--- src/rtl/mux_rr_arbiter.sv ---
// Round-robin owner of a shared 4:1 data mux with a request/grant/done handshake.
// Optional macro ARB_PREEMPT_EN makes requester 0 urgent (preempts any other owner).
module mux_rr_arbiter #(
  parameter int DW       = 8,
  parameter int MAX_HOLD = 15,
  parameter int HOLD_W   = 4
) (
  input  logic          Clock,
  input  logic          Reset,
  input  logic [3:0]    Req,
  input  logic [3:0]    Done,
  input  logic [DW-1:0] Din0,
  input  logic [DW-1:0] Din1,
  input  logic [DW-1:0] Din2,
  input  logic [DW-1:0] Din3,
  output logic [3:0]    Gnt,
  output logic [1:0]    Sel,
  output logic [DW-1:0] Dout,
  output logic          Busy
);

  typedef enum logic {IDLE = 1'b0, GRANT = 1'b1} state_t;

  state_t            state_q;
  logic [3:0]        gnt_q;
  logic [1:0]        sel_q;
  logic              busy_q;
  logic [HOLD_W-1:0] cnt_q;
  logic [1:0]        last_q;

  logic [1:0]        win_d;
  logic              rel_d;
  logic              urgent_d;

  // Scan Last+1, Last+2, ... so the previous owner is visited last.
  always_comb begin
    logic       found;
    logic [1:0] idx;
    win_d = last_q;
    found = 1'b0;
    for (int k = 1; k <= 4; k++) begin
      idx = last_q + 2'(k);
      if (!found && Req[idx]) begin
        win_d = idx;
        found = 1'b1;
      end
    end
`ifdef ARB_PREEMPT_EN
    if (Req[0]) win_d = 2'd0;
`endif
  end

`ifdef ARB_PREEMPT_EN
  assign urgent_d = Req[0] && (sel_q != 2'd0);
`else
  assign urgent_d = 1'b0;
`endif

  // Only the owner's Done/Req matter; timeout and Done together are one release.
  assign rel_d = Done[sel_q] || !Req[sel_q] ||
                 (cnt_q == HOLD_W'(MAX_HOLD - 1)) || urgent_d;

  always_ff @(posedge Clock or posedge Reset) begin
    if (Reset) begin
      state_q <= IDLE;
      gnt_q   <= 4'b0000;
      sel_q   <= 2'd0;
      busy_q  <= 1'b0;
      cnt_q   <= '0;
      last_q  <= 2'd3;
    end else begin
      case (state_q)
        IDLE: begin
          if (|Req) begin
            state_q <= GRANT;
            gnt_q   <= 4'(1) << win_d;
            sel_q   <= win_d;
            busy_q  <= 1'b1;
            cnt_q   <= '0;
          end
        end
        GRANT: begin
          if (rel_d) begin
            state_q <= IDLE;
            gnt_q   <= 4'b0000;
            busy_q  <= 1'b0;
            last_q  <= sel_q;
          end else begin
            cnt_q <= cnt_q + 1'b1;
          end
        end
        default: state_q <= IDLE;
      endcase
    end
  end

  // Two-level 2:1 select tree, gated so an idle bus reads as zero.
  logic [DW-1:0] m01, m23, mux;
  assign m01  = sel_q[0] ? Din1 : Din0;
  assign m23  = sel_q[0] ? Din3 : Din2;
  assign mux  = sel_q[1] ? m23 : m01;
  assign Dout = busy_q ? mux : '0;

  assign Gnt  = gnt_q;
  assign Sel  = sel_q;
  assign Busy = busy_q;

endmodule

--- config.mk ---
export PLATFORM = sky130hd
export DESIGN_NAME = mux_rr_arbiter
export DESIGN_NICKNAME = d
export VERILOG_FILES = /design/src/rtl/mux_rr_arbiter.sv
export SDC_FILE = /design/constraint.sdc
export NUM_CORES = 1
export LEC_CHECK = 0
export ABC_AREA = 0
export CORE_MARGIN = 4
export CORE_UTILIZATION = 35
export CTS_BUF_LIST = sky130_fd_sc_hd__clkbuf_8
export DETAILED_ROUTE_END_ITERATION = 16
export PLACE_DENSITY = 0.82
export SLEW_MARGIN = 20
export SYNTH_ARGS = -nofsm -noshare
export SYNTH_HDL_FRONTEND = slang
export SYNTH_SLANG_ARGS = --single-unit
--- constraint.sdc ---
create_clock -name Clock -period 1.8 [get_ports Clock]
set_input_delay 0.54 -clock Clock [delete_from_list [all_inputs] [get_ports Clock]]
set_output_delay 0.54 -clock Clock [all_outputs]
set_load 0.02 [all_outputs]
* After elaboration in Yosys (flattened, before gate mapping)
Index checks and enable logic that the tools add are counted.
Storage, ports and cells: flip-flop bits (word level) 14, logic and storage cells 70, bits of input ports 42, output and inout port bits 15
Cells by class: shift operators 1, multiplexer cells 35, $lt $le $gt $ge 5, reductions and logical operators 14, equal/unequal tests 4, bitwise operators 1, add/subtract/negate cells 4
Operators by type and width (number):
- 8-bit 2-to-1 mux | 4
- 4-bit 2-to-1 mux | 4
- 4-bit one-hot mux with 2 select lines | 2
- 2-bit by 3-bit less-than comparator with 1-bit output, second input constant | 5
- 1-bit 2-to-1 mux | 13
- 1-bit binary-select mux with 2-bit select | 6
- 2-bit 2-to-1 mux | 4
- 2-bit AND reduction | 4
- 2-bit adder, second input constant | 2
- 4-bit by 1-bit adder with 4-bit output, second input constant | 1
- 4-bit == test, second input constant | 1
- 1-bit zero test | 4
- 2-bit inequality test, second input constant | 2
- 1-bit one-hot mux with 2 select lines | 2
- 4-bit OR reduction | 1
- 1-bit by 2-bit left shift with 4-bit output, first input constant | 1
- 1-bit logical AND | 3
- 2-bit by 1-bit adder with 2-bit output, second input constant | 1
- 1-bit logical OR | 2
- 2-bit by 1-bit inequality test with 1-bit output, second input constant | 1
- 1-bit inverter | 1

* Longest topological paths before layout
Gate-level depths: netlist (run 1).
word-level depth 16, depth in mapped cells 6, depth with buffers taken out 5

* Least setup slack after synthesis (run 1)
OpenSTA, ideal clock, no wires.
path type register to output, start register sel_q[0] (netlist: Sel[0]), end output Dout[0], path buffers 1, arrival time 1517 ps, cell stages (with the launch flop) 4, data required time 1260 ps, setup slack -257 ps, cell sequence dfrtp_1 > buf_2 > mux4_2 > and2_1
Between the ends: cells in the longest elaborated chain, start to end 3, elaborated cells on any way between the ends 4, classes of those cells mux (4)
RTL lines:
- from (decl) | RTL line 26 | logic [1:0] sel_q;
- from (signal assigned) | RTL line 77 | sel_q <= win_d;
- 8-bit 2-to-1 mux, on equally long branches | RTL line 99, 100
- 8-bit 2-to-1 mux (*) | RTL line 101 | assign mux = sel_q[1] ? m23 : m01;
- 8-bit 2-to-1 mux (*) | RTL line 102 | assign Dout = busy_q ? mux : '0;
- to (decl) | RTL line 18 | output logic [DW-1:0] Dout,
Every way passes the cells marked *; elsewhere a longest branch is shown, timed or not.

* Worst setup path after layout (run 1)
start register sel_q[0] (netlist: Sel[0]), end output Dout[3]
Same word-level chain as after synthesis.

==> flow_metrics.py, run 1 <==
metrics = {
    "drt": {
        "dr_total_vias": 1095,
        "drt_iter0_drc": 31,
        "dr.pass1.iters": 4,
        "detail_route.wl_per_cell_um": 16.4,
        "total_wire_length_um": 3280,
        "detail_route.vias_per_cell": 5.48,
        "drt.antenna.violating_nets": 0,
        "detail_route.drc_violations": 0,
    },
    "floorplanning": {
        "die-area_mm2": 0.00377,
        "die_w_um": 61.4,
        "core_footprint_mm2": 0.00273,
        "start_util_pct": 36.5,
        "boundaryPins": 57,
        "std_cell_rows": 19,
        "fp.dieH_um": 61.4,
    },
    "pwr": {
        "power_frac_seq_pct": 23.6,
        "intPower_mw": 1.70,
        "power.density_cell_area_mw_per_mm2": 1470,
        "power_switching_mw": 1.02,
        "share_comb_of_total_power_pct": 65.5,
        "power.leakage_nw": 0.859,
        "clkPwrFrac_pct": 10.9,
        "worst_ir_drop_vdd_uv": 1180,
        "p_sw_share_pct": 37.5,
    },
    "timing": {
        "setup_viol_count_final": 12,
        "final-max-slew-violation-count": 0,
        "period_share_pct": 116,
        "fin_skew_ns": 0.00340,
        "max_freq_ghz": 0.477,
        "rsz_0062_raised_after_global_routing": "true",
        "max-slew-margin-rel_pct": 65.1,
        "fin_crit_ns": 2.10,
        "setup_ws_ns": -0.296,
        "setup-tns-final_ns": -2.32,
        "final-hold-violation-count": 0,
        "tightestPinTransition_ns": 0.522,
    },
    "synthesis": {
        "netlist_instances": 94,
        "yosys.cell_types.count": 35,
        "post_synth_instance_area_um2": 997,
        "postSynthRegisterBits": 14,
        "postSynthNetCount": 138,
        "synthesis.yosys.warnings": 0,
        "syn_area_per_cell_um2": 10.6,
        "synth.yosys.seq_area_share_pct": 35.4,
    },
    "final_layout": {
        "antenna_cells": 0,
        "multi_input_area_um2": 713,
        "areaGrowthSynthToFinish_pct": 86.1,
        "n_fill_cell": 217,
        "post_route_cells_drive_above_1_share_pct": 42.0,
        "area.sequential_um2": 357,
        "nNetsFinal": 214,
        "post_layout_nonfiller_instances": 200,
        "post_layout_inst_area_mm2": 0.00186,
    },
    "run_status": {
        "outcome": "complete, but fails checks",
        "violations": "negative setup slack",
    },
    "clock_network": {
        "cts_tree": "built",
        "cts-buffers-inserted": 3,
        "clk_transition_reported_paths_ns": 0.06,
        "cts-root-buf": "clkbuf_8",
        "clock_insertion_delay_worst_skew_ns": 0.24,
        "ctsHtreeMaxLevel": 1,
        "hold_buf_count_cts": 0,
        "ctsLongestPathBuffers": 2,
        "clkSinkCount": 14,
    },
    "critical_path": {
        "critPathMaxStageDelay_ns": 0.51,
        "crit_path_capture_type": "primary output",
        "crit_path_start_kind": "register",
        "cp.required_ns": 1.26,
        "worst_path_max_delay_cell": "mux4_2",
        "timing.critical_path.cells": "buf_12 > mux4_2 > and2_4 > buf_6",
        "worstSetupPathType": "register to primary output",
        "critical_path_peak_fanout": 10,
        "worstPathArrival_ns": 1.56,
    },
    "global_routing": {
        "grt_overflow_total": 0,
        "grt_util_all_layers_pct": 17.7,
        "grt_pass1_wl_um": 4990,
        "antenna_found_initial": 0,
        "first_global_vias": 1086,
        "grt_max_degree": 15,
    },
    "worst_hold_path": {
        "hold_path_class": "register to register",
    },
    "run": {
        "timing.max_cap.violations": 0,
    },
    "placed_design": {
        "portBuffers": 56,
        "finalWeightedCongestion": 0.801,
        "dp_cells": 190,
        "placed_area_mm2": 0.00170,
        "place_hpwl_um": 2480,
    },
}
what timing repair did:
action,4_1_cts,5_1_grt
endpoints found under the setup margin,25,23
pin swaps,1,2
gates resized for setup,99,8
cloned,1,0
buffers inserted,4,1
cells by family (layout without fill, tap and decap cells):
group                    count (synthesis)  count (layout)  share of synthesized area [%]
AO/OA/AOI/OAI                           21              21                           14.2
multiplexers                            12              13                           23.6
buffers and inverters                    9              83                           4.26
AND/OR/NAND/NOR                         36              36                           20.1
adder cells (fa/ha/maj)                  2               2                           2.51
flip-flops                              14              14                           35.4
area by class of cell:
class | count | share of cell area [%]
Clock buffer | 4 | 2.97
Multi-Input combinational cell | 72 | 38.4
Sequential cell | 14 | 19.2
Inverter | 3 | 0.607
Tap cell | 31 | 2.09
Timing Repair Buffer | 76 | 36.7
metal layers:
layer / GRT usage, % / vias to the layer above / wire length (um)
met5: 0 / - / 0
met4: 1.82 / 0 / 8
met3: 5.03 / 2 / 530
met2: 32.8 / 59 / 1670
met1: 21.0 / 528 / 1070
li1: - / 506 / -
power groups by stage:
stage	clock (mW)	combinational, mW	sequential (mW)
final	0.298	1.78	0.642
after global routing	0.326	1.93	0.667
after floorplan	0	0.924	0.653
after global placement	0	1.50	0.669
after detailed placement	0	1.54	0.688
after CTS	0.307	1.73	0.641
path summary, 6_finish.rpt:
path                            cells after the start  slack (ns)  startpoint         to
worst min register to register                      1        0.52    cnt_q[2]   cnt_q[2]
max in group asynchronous                           2        0.79       Reset       Busy
worst max register to register                      5       -0.07      Sel[0]  last_q[1]
min in group asynchronous                           2        0.63       Reset     Gnt[2]
worst min-delay path                                1        0.52    cnt_q[2]   cnt_q[2]
worst max-delay path                                4       -0.30      Sel[0]    Dout[3]
cell usage in the layout, fill, tap and decap left out, drive strengths merged, types with 2 or more instances in the layout:
master / Yosys / routed
a21oi: 5 / 5
nor2: 6 / 6
mux2: 2 / 2
o31ai: 2 / 2
o21ai: 5 / 5
clkbuf: 3 / 4
nand2b: 5 / 5
ha: 2 / 2
nand2: 6 / 6
and2: 9 / 9
dlygate4sd2: 0 / 42
or3: 3 / 3
or2: 2 / 2
mux4: 9 / 10
a32o: 2 / 2
dfstp: 2 / 2
clkdlybuf4s50: 0 / 5
buf: 3 / 28
inv: 3 / 3
dfrtp: 12 / 12
through the flow:
stage	total power, mW	worst slack, ns	hold WS [ns]	utilization, %
after floorplan	1.58	-0.0197	0.428	-
after global placement	2.17	-0.871	0.493	62.2
after detailed placement	2.23	-0.858	0.490	62.2
after CTS	2.68	-0.295	0.509	66.6
after global routing	2.92	-0.354	0.560	67.9
final	2.72	-0.296	0.524	67.9
synthesized netlist by cell type (all sizes together):
cell type	number	area share, %
a211oi	1	0.75
nand4	1	0.63
ha	2	2.5
and3	1	0.63
a32o	2	2.0
o311ai	1	0.88
a21o	1	0.75
o31ai	2	1.5
and2	9	5.6
inv	3	1.1
o22ai	1	0.63
nand2	6	2.3
buf	3	2.0
or3	3	2.0
dfrtp	12	30
nor2	6	2.3
or2	2	1.3
mux2i	1	1.0
and3b	1	1.0
nor4	1	0.63
clkbuf	3	1.1
nor2b	1	0.63
mux4	9	20
o32ai	1	0.88
nand2b	5	3.1
a21oi	5	2.5
o21ai	5	2.5
o21a	1	0.88
o41ai	1	0.88
dfstp	2	5.3
mux2	2	2.3
registers in the layout, summed over array words and instances (netlist names):
register	cells
Gnt	4
cnt_q	4
Sel	2
last_q	2
Busy	1
state_q	1
critical path, delay by kind of cell (launching register included):
kind | cells | cell delay [ns]
muxes | 1 | 0.51
DFF | 1 | 0.37
buffers and inverters | 2 | 0.26
and+or+nand+nor | 1 | 0.18
No activity file was read; power rests on OpenSTA's default activity.
==> run 2: changes to the inputs <==
==> constraint.sdc (replaced) <==
create_clock -name Clock -period 1.8 [get_ports Clock]
set_input_delay 0.45 -clock Clock [delete_from_list [all_inputs] [get_ports Clock]]
set_output_delay 0.45 -clock Clock [all_outputs]
set_load 0.02 [all_outputs]
==> run 2 against run 1 <==
Effect of this change:
- the run still ends with negative setup slack left
- largest power group unchanged
- cell count decreased by 2.5%
- critical path type unchanged
- routed wire length increased by 3.1%
- sequential cell count did not move
- design area fell by 3.2%
- sequential share of layout area is 0.64 points higher
- total power down 5.2%
- via count is 2.2% lower
- register-to-register slack improved by 0.11 ns
- worst setup slack better by 0.078 ns
- count of clock-buffer cells in the layout decreased by 1
==> flow_metrics.py, run 2 (synthesis results as in run 1) <==
metrics = {
    "timing": {
        "max_freq_ghz": 0.496,
        "tightestPinTransition_ns": 0.547,
        "max-slew-margin-rel_pct": 63.5,
        "rsz_0062_raised_after_global_routing": "true",
        "setup_viol_count_final": 8,
        "final-max-slew-violation-count": 0,
        "fin_skew_ns": 0.00305,
        "fin_crit_ns": 2.02,
        "final-hold-violation-count": 0,
        "setup-tns-final_ns": -1.65,
        "period_share_pct": 112,
        "setup_ws_ns": -0.218,
        "fin_hold_ws_ns": 0.541,
    },
    "final_layout": {
        "n_fill_cell": 231,
        "nNetsFinal": 209,
        "area.sequential_um2": 357,
        "antenna_cells": 0,
        "most_common_cell_after_layout_fill_and_taps_aside": "dlygate4sd2_1",
        "post-route-util_pct": 65.7,
        "post_layout_inst_area_mm2": 0.00180,
        "multi_input_area_um2": 698,
        "areaGrowthSynthToFinish_pct": 80.1,
        "highest_count_cells_in_the_layout_ignoring_fill_and_taps": "dlygate4sd2_1, buf_4, mux4_2",
        "post_route_cells_drive_above_1_share_pct": 36.6,
    },
    "placed_design": {
        "placed_area_mm2": 0.00166,
        "finalWeightedCongestion": 0.754,
        "place_hpwl_um": 2530,
        "portBuffers": 56,
    },
    "global_routing": {
        "grt_pass1_wl_um": 5150,
        "grt_overflow_total": 0,
        "grt_max_degree": 15,
        "first_global_vias": 1139,
        "grt_util_all_layers_pct": 18.5,
        "antenna_found_initial": 0,
    },
    "drt": {
        "detail_route.vias_per_cell": 5.49,
        "dr_total_vias": 1071,
        "detail_route.drc_violations": 0,
        "total_wire_length_um": 3380,
        "drt_iter0_drc": 26,
        "drt.antenna.violating_nets": 0,
        "detail_route.wl_per_cell_um": 17.3,
        "dr.pass1.iters": 4,
    },
    "floorplanning": {
        "std_cell_rows": 19,
        "core_footprint_mm2": 0.00273,
        "start_util_pct": 36.5,
        "boundaryPins": 57,
        "die-area_mm2": 0.00377,
        "die_w_um": 61.4,
        "fp.dieH_um": 61.4,
    },
    "clock_network": {
        "cts-root-buf": "clkbuf_8",
        "hold_buf_count_cts": 0,
        "ctsLongestPathBuffers": 2,
        "clkSinkCount": 14,
        "cts_tree": "built",
        "ctsHtreeMaxLevel": 1,
        "cts-buffers-inserted": 3,
        "clk_transition_reported_paths_ns": 0.06,
        "clock_insertion_delay_worst_skew_ns": 0.25,
    },
    "worst_hold_path": {
        "hold_path_class": "input port to asynchronous set/reset pin",
    },
    "pwr": {
        "post_layout_total_power_mw": 2.58,
        "power.leakage_nw": 0.827,
        "worst_ir_drop_vdd_uv": 1150,
        "power.density_cell_area_mw_per_mm2": 1440,
    },
    "critical_path": {
        "critical_path_peak_fanout": 8,
        "cpLargestDelayFamily": "multiplexers",
        "critical_path.n_buffers_inverters": 2,
        "crit_path_start_kind": "register",
        "cp.required_ns": 1.35,
        "worstPathArrival_ns": 1.57,
        "worst_path_max_delay_cell": "mux4_2",
        "startpoint": "Sel[0]",
        "crit_path_capture_type": "primary output",
        "worstSetupPathType": "register to primary output",
        "timing.critical_path.cells": "buf_12 > mux4_2 > and2_4 > buf_6",
        "rr_startpoint": "Sel[0]",
        "critPathMaxStageDelay_ns": 0.50,
    },
    "run_status": {
        "violations": "negative setup slack",
        "outcome": "complete, but fails checks",
    },
    "run": {
        "timing.max_cap.violations": 0,
    },
}
[run 2: cell count changes in the layout (fill, tap and decap cells not counted), sizes merged]
cell,change
clkbuf,-1
clkdlybuf4s15,-1
buf,-5
dlygate4sd2,+1
inv,+1
[run 2: worst paths after layout]
| path | slack (ns) | endpoint | cells past startpoint |
|---|---|---|---|
| max | -0.22 | Dout[6] | 4 |
| min in group Clock | 0.54 | Gnt[2] | 1 |
| min reg2reg | 0.54 | Gnt[2] | 1 |
| min | 0.54 | cnt_q[0] | 2 |
| max in group asynchronous | 0.86 | Sel[1] | 2 |
| max reg2reg | 0.04 | cnt_q[2] | 5 |
[run 2: metrics by stage]
| step | setup WS (ns) | std cells |
|---|---|---|
| 2_1_floorplan | 0.0286 | 94 |
| 3_3_place_gp | -0.683 | 187 |
| 3_5_place_dp | -0.693 | 187 |
| 4_1_cts | -0.214 | 195 |
| 5_1_grt | -0.264 | 195 |
| 6_report | -0.218 | 195 |
[run 2: repair_timing]
action | CTS | global route
setup endpoints to repair | 22 | 11
pin swaps | 3 | 1
resized for setup | 109 | 2
gates cloned | 1 | 0
setup buffers | 3 | 0
[run 2: worst reg2reg max path, stage by stage (launching register included)]
cell	delay (ns)
dfrtp_2	0.39
buf_4	0.16
mux4_2	0.60
buf_6	0.16
o311ai_4	0.21
o31ai_1	0.11
[run 2: power breakdown]
group	leakage, nW	internal, mW	switching (mW)
clock network	0.0269	0.151	0.116
registers	0.174	0.466	0.178
logic	0.627	0.954	0.716
total	0.827	1.57	1.01
[run 2: layer usage]
metal / vias to the layer above / global-route usage (%) / part of all wire [%]
met5: - / 0 / 0
met3: 4 / 5.03 / 14
met2: 55 / 34.9 / 49
li1: 504 / - / -
met4: 0 / 6.97 / 1.6
met1: 508 / 19.5 / 36
[run 2: final cells by class]
class	instances	share of cell area, %
tap	31	2.16
inverter	3	0.627
multi-input combinational	72	38.9
clock buffer	3	2.30
sequential	14	19.9
clock inverter	1	0.209
timing repair buffer	71	36.0
==> run 3: changes to the inputs <==
CTS_CLUSTER_DIAMETER = 120   (was default)
==> results of run 3 <==
Final layout, timing and power as in run 2 (identical DEF).
